`src/rtl/demux_sync_pkg.sv`:
```
// demux_sync_pkg: shared types and constants for the demux_sync handshake splitter.
//   state_t  - FSM state encoding (IDLE, REQ, HOLD, RTZ), 2 bits
//   SYNC_MIN - smallest synchronizer depth that is safe for metastability
package demux_sync_pkg;

  typedef enum logic [1:0] {
    IDLE = 2'd0,
    REQ  = 2'd1,
    HOLD = 2'd2,
    RTZ  = 2'd3
  } state_t;

  localparam int SYNC_MIN = 2;

endpackage

```
`src/rtl/demux_sync_sync_ff.sv`:
```
// sync_ff: single-bit multi-flop synchronizer for an asynchronous input.
//   clk  - destination clock
//   rst  - asynchronous active-low reset, clears the whole chain to 0
//   i_d  - asynchronous input bit
//   o_q  - synchronized output (last flop of the chain)
module sync_ff
  import demux_sync_pkg::*;
#(
  parameter int DEPTH = 2
) (
  input  logic clk,
  input  logic rst,
  input  logic i_d,
  output logic o_q
);

  // Depths below the minimum are raised so a bad override cannot remove metastability protection.
  localparam int DEPTH_EFF = (DEPTH < SYNC_MIN) ? SYNC_MIN : DEPTH;

  logic [DEPTH_EFF-1:0] r_chain;

  // Shift chain: bit 0 samples the asynchronous input.
  always_ff @(posedge clk or negedge rst) begin
    if (!rst) begin
      r_chain <= '0;
    end else begin
      r_chain <= {r_chain[DEPTH_EFF-2:0], i_d};
    end
  end

  assign o_q = r_chain[DEPTH_EFF-1];

endmodule

```
`src/rtl/demux_sync.sv`:
```
// demux_sync: clocked 4-phase bundled-data split. One input channel plus a
// dual-rail control token is steered to output channel 0 (ctl_a) or 1 (ctl_b).
//   clk, rst          - clock, asynchronous active-low reset
//   r_i/a_i/d_i       - input channel request / acknowledge / data
//   ctl_a/ctl_b       - dual-rail control rails, actl_i is their acknowledge
//   r_o/a_o/d_o       - output channel 0
//   r1_o/a1_o/d1_o    - output channel 1
//   err               - sticky protocol error flag
module demux_sync
  import demux_sync_pkg::*;
#(
  parameter int N    = 1,
  parameter int SYNC = 2
) (
  input  logic         clk,
  input  logic         rst,
  input  logic         r_i,
  output logic         a_i,
  input  logic [N-1:0] d_i,
  input  logic         ctl_a,
  input  logic         ctl_b,
  output logic         actl_i,
  output logic         r_o,
  input  logic         a_o,
  output logic [N-1:0] d_o,
  output logic         r1_o,
  input  logic         a1_o,
  output logic [N-1:0] d1_o,
  output logic         err
);

  state_t       r_state;
  state_t       w_next;
  logic         r_sel;
  logic [N-1:0] r_dreg;
  logic         r_req0;
  logic         r_req1;
  logic         r_ack;
  logic         r_err;

  logic w_rs, w_cas, w_cbs, w_aos, w_a1s;
  logic w_capture;
  logic w_sel_ack;
  logic w_req_nxt;
  logic w_ack_nxt;
  logic w_err_set;

  sync_ff #(.DEPTH(SYNC)) u_sync_r   (.clk(clk), .rst(rst), .i_d(r_i),   .o_q(w_rs));
  sync_ff #(.DEPTH(SYNC)) u_sync_ca  (.clk(clk), .rst(rst), .i_d(ctl_a), .o_q(w_cas));
  sync_ff #(.DEPTH(SYNC)) u_sync_cb  (.clk(clk), .rst(rst), .i_d(ctl_b), .o_q(w_cbs));
  sync_ff #(.DEPTH(SYNC)) u_sync_ao  (.clk(clk), .rst(rst), .i_d(a_o),   .o_q(w_aos));
  sync_ff #(.DEPTH(SYNC)) u_sync_a1o (.clk(clk), .rst(rst), .i_d(a1_o),  .o_q(w_a1s));

  // A token is ready once the request is present with a legal one-hot control code.
  assign w_capture = w_rs & (w_cas ^ w_cbs);
  // Only the ack of the channel we steered to is ever looked at.
  assign w_sel_ack = r_sel ? w_a1s : w_aos;

  // State register.
  always_ff @(posedge clk or negedge rst) begin
    if (!rst) begin
      r_state <= IDLE;
    end else begin
      r_state <= w_next;
    end
  end

  // Next-state logic.
  always_comb begin
    w_next = r_state;
    case (r_state)
      IDLE: begin
        if (w_capture) w_next = REQ;
        else           w_next = IDLE;
      end
      REQ: begin
        if (w_sel_ack) w_next = HOLD;
        else           w_next = REQ;
      end
      HOLD: begin
        if (!w_rs && !w_cas && !w_cbs) w_next = RTZ;
        else                           w_next = HOLD;
      end
      RTZ: begin
        if (!w_sel_ack) w_next = IDLE;
        else            w_next = RTZ;
      end
      default: w_next = IDLE;
    endcase
  end

  // Output decode, computed one cycle ahead so all outputs come straight from flops.
  always_comb begin
    w_req_nxt = 1'b0;
    w_ack_nxt = 1'b0;
    w_err_set = 1'b0;
    // Request is excluded on the capture edge itself, giving data a full clock of setup.
    if (((r_state == REQ) || (r_state == HOLD)) && ((w_next == REQ) || (w_next == HOLD))) begin
      w_req_nxt = 1'b1;
    end else begin
      w_req_nxt = 1'b0;
    end
    if ((w_next == HOLD) || (w_next == RTZ)) begin
      w_ack_nxt = 1'b1;
    end else begin
      w_ack_nxt = 1'b0;
    end
    // Illegal dual-rail code while idle, or input request withdrawn before it was acknowledged.
    if (((r_state == IDLE) && w_cas && w_cbs) || ((r_state == REQ) && !w_rs)) begin
      w_err_set = 1'b1;
    end else begin
      w_err_set = 1'b0;
    end
  end

  // Registered outputs, data register and route select.
  always_ff @(posedge clk or negedge rst) begin
    if (!rst) begin
      r_req0 <= 1'b0;
      r_req1 <= 1'b0;
      r_ack  <= 1'b0;
      r_err  <= 1'b0;
      r_sel  <= 1'b0;
      r_dreg <= '0;
    end else begin
      r_req0 <= w_req_nxt & ~r_sel;
      r_req1 <= w_req_nxt & r_sel;
      r_ack  <= w_ack_nxt;
      r_err  <= r_err | w_err_set;
      // d_i is stable here because the synchronized request is already high.
      if ((r_state == IDLE) && w_capture) begin
        r_dreg <= d_i;
        r_sel  <= w_cbs;
      end else begin
        r_dreg <= r_dreg;
        r_sel  <= r_sel;
      end
    end
  end

  assign r_o    = r_req0;
  assign r1_o   = r_req1;
  assign a_i    = r_ack;
  assign actl_i = r_ack;
  assign d_o    = r_dreg;
  assign d1_o   = r_dreg;
  assign err    = r_err;

endmodule
```
`config.mk`:
```
export PLATFORM = sky130hd
export DESIGN_NAME = demux_sync
export DESIGN_NICKNAME = d
export VERILOG_FILES = /design/src/rtl/demux_sync_pkg.sv /design/src/rtl/demux_sync_sync_ff.sv /design/src/rtl/demux_sync.sv
export SDC_FILE = /design/constraint.sdc
export NUM_CORES = 1
export LEC_CHECK = 0
export CAP_MARGIN = 20
export CORE_UTILIZATION = 50
export DETAILED_ROUTE_END_ITERATION = 10
export PLACE_DENSITY = 0.81
export SLEW_MARGIN = 25
export SYNTH_ARGS = -nofsm -noshare
export SYNTH_HDL_FRONTEND = slang
export SYNTH_SLANG_ARGS = --single-unit
```
`constraint.sdc`:
```
create_clock -name clk -period 2.1 [get_ports clk]
set_input_delay 0.315 -clock clk [delete_from_list [all_inputs] [get_ports clk]]
set_output_delay 0.315 -clock clk [all_outputs]
set_load 0.005 [all_outputs]
```
==> flow_summary_export.csv <==
group,metric,value,unit
run_status,status,"finished clean",
cts,htreeDepth,1,
synthesis,synth_compound_area_share,5.64,%
timing,fmax,633,MHz
cts,clock_sinks,17,
drt,via_per_inst,4.96,
critical_path,r2r-end,"r_o",
synthesis,synth_top_family_by_area,"simple AND/OR/NAND/NOR gates",
timing,layout_setup_ws,519,ps
placement,routabilityCongestion,0.707,
cts,clock-root-buffer,"clkbuf_4",
power_and_ir_drop,power_leakage,0.390,nW
cts,ctsResizeCount,0,
floorplan,rows,13,
synthesis,synthXorXnorAreaFrac,1.27,%
layout,area_growth,24.7,%
synthesis,ys_warn_count,0,
synthesis,synthSimpleGateAreaFrac,10.4,%
cts,tritoncts,"done",
critical_path,rr_worst_depth,6,
cts,hold_buffers,0,
cts,cts_setup_buffers,0,
cts,cts_buffers,3,
hold_path,hold_end,"u_sync_a1o.r_chain[1]",
critical_path,path_max_fanout,5,
timing,slew_viol_final,0,
global_routing,grt-ovfl-total,0,
synthesis,synthesis.nets,65,
hold_path,min_path_cells,0,
layout,seq_area,425,µm²
layout,drive_gt1_share,8.82,%
cts,clk_latency,280,ps
drt,ant_nets,0,
timing,rsz0062_at_grt,"false",
floorplan,initial_core_util,53.6,%
placement,io_buffers,14,
synthesis,syn_avg_cell_area,13.2,µm²
critical_path,worstPathRequired,2290,ps
critical_path,end_kind,"flop",
hold_path,hp-class,"flop to flop",
drt,vias,412,
cts,clk_pin_slew,90,ps
timing,fin_skew,1.92,ps
timing,tightest_slew,714,ps
critical_path,r2r_slack,520,ps
layout,diodes,0,
global_routing,antenna_found_initial,0,
global_routing,grt_max_degree,18,
cts,clock_path_buffers,2,
synthesis,yosys-mux-area-fraction,7.45,%
hold_path,hold_start,"u_sync_a1o.r_chain[0]",
floorplan,core,1280,µm²
power_and_ir_drop,powerDensity,1130,nW/µm²
placement,post-place-ws,510,ps
synthesis,synthAdderAreaFrac,9.09,%
drt,drc,0,
global_routing,grt_pass1_vias,338,
floorplan,io_pins,15,
timing,slew_headroom,52.2,%
synthesis,synthesis.instances,52,
drt,drt-initial-drc-count,5,
power_and_ir_drop,peakVddDrop,0.668,mV
critical_path,start_kind,"flop",
drt,post_drt_wl_per_cell,11.5,µm
layout,multi_input_area,233,µm²
timing,setup_viol,0,
synthesis,synth_area,688,µm²
timing,period_minus_slack,1580,ps
synthesis,synth_seq_cells,17,
drt,routed_wirelength,953,µm
timing,fin_setup_tns,0,ps
synthesis,ys_types,20,
global_routing,gr-usage-all-layers,14.4,%
layout,final_nets,82,
critical_path,worstSetupPathType,"flop to flop",
placement,place_area,832,µm²
drt,firstDrtPassIters,4,
layout,stdcell_area,858,µm²
timing,fin_crit_sh,75.3,%
critical_path,r2r_start,"r_state[0]",
synthesis,yosysSeqAreaShare,61.8,%
timing,hold_violations,0,
job,maxCapViolations,0,
critical_path,critical_path_arrival,1770,ps
global_routing,grt_first_pass_wirelength,1.37,mm
floorplan,die_h,39.1,µm
layout,fillers,98,
floorplan,dieArea,1530,µm²
floorplan,die_x,39.1,µm
cell families (layout without fill, tap and decap cells):
| kind of cell | after synthesis | in the layout |
|---|---|---|
| XOR/XNOR | 1 | 1 |
| AND/OR/NAND/NOR | 13 | 13 |
| buffers and inverters | 6 | 22 |
| AO/OA/AOI/OAI | 5 | 5 |
| multiplexers | 5 | 5 |
| flip-flops | 17 | 17 |
| adder cells (fa/ha/maj) | 5 | 5 |
critical path, stage by stage, from the launching register on:
cell     delay (ps)
dfrtp_1         440
inv_1           120
ha_1            150
nor4b_1         230
nor2_1           70
a22o_1          290
mux2i_1         200
power breakdown:
part           internal (mW)  total (mW)  switching (mW)
registers              0.381       0.429          0.0480
logic                  0.211       0.378           0.168
clock network         0.0736       0.163          0.0899
total                  0.666       0.971           0.305
through the flow:
stage | hold slack, ps | std cells | utilization (%) | power (mW)
finish | 356 | 83 | 66.8 | 0.971
global route | 361 | 83 | 66.8 | 1.04
CTS | 358 | 83 | 66.8 | 0.985
detailed placement | 338 | 79 | 64.8 | 0.817
global placement | 331 | 79 | 64.8 | 0.798
floorplan | 19.4 | 52 | - | 0.670
Yosys cell counts:
master	n	area (µm²)
ha_1	5	62.6
a22o_1	1	8.76
nand2_1	2	7.51
mux2i_1	4	40.0
a21oi_2	1	8.76
nand3_1	3	15.0
a31oi_1	1	6.26
mux2_2	1	11.3
xor2_1	1	8.76
inv_1	4	15.0
dfrtp_1	17	425
a21oi_1	1	5.00
nor4b_1	1	8.76
or3b_1	1	8.76
nor2b_1	1	6.26
nand3b_1	1	7.51
or2_2	1	6.26
nor2_1	3	11.3
buf_4	2	15.0
a311o_1	1	10.0
state kept, by name, indices dropped and copies added (netlist names), 2 cells and up:
signal              cells
r_state                 2
u_sync_ca.r_chain       2
u_sync_ao.r_chain       2
u_sync_a1o.r_chain      2
u_sync_r.r_chain        2
u_sync_cb.r_chain       2
per-layer routing:
metal / up-vias / track usage [%] / wire, µm
met5: - / 0 / 0
met1: 196 / 16.0 / 439
li1: 205 / - / -
met4: 0 / 10.3 / 5
met2: 9 / 25.0 / 483
met3: 2 / 1.73 / 25
worst max path at each step:
stage / from / to / slack, ps / depth (start not counted)
6_report: r_state[0] / r_o / 520 / 6
5_1_grt: r_state[0] / r_o / 410 / 6
4_1_cts: r_state[0] / r_o / 480 / 6
3_5_place_dp: r_sel / r_o / 510 / 4
3_3_place_gp: r_state[0] / r1_o / 600 / 6
2_1_floorplan: r_state[0] / r1_o / 700 / 6
layout by cell type (no fill, tap or decap):
master,instances
a21oi_1,1
a21oi_2,1
a22o_1,1
a311o_1,1
a31oi_1,1
clkbuf_1,1
clkbuf_4,3
clkdlybuf4s50_1,14
dfrtp_1,17
ha_1,5
inv_1,4
mux2_2,1
mux2i_1,4
nand2_1,2
nand3_1,3
nand3b_1,1
nor2_1,3
nor2b_1,1
nor4b_1,1
or2_2,1
or3b_1,1
xor2_1,1
final cells by class:
| cell class | count | area share [%] |
|---|---|---|
| flip-flops and latches | 17 | 49.6 |
| multi-input cells | 29 | 27.1 |
| repair buffers | 14 | 16.3 |
| clock buffers | 4 | 3.06 |
| well taps | 15 | 2.19 |
| inverters | 4 | 1.75 |
(Power assumes the default switching activity.)
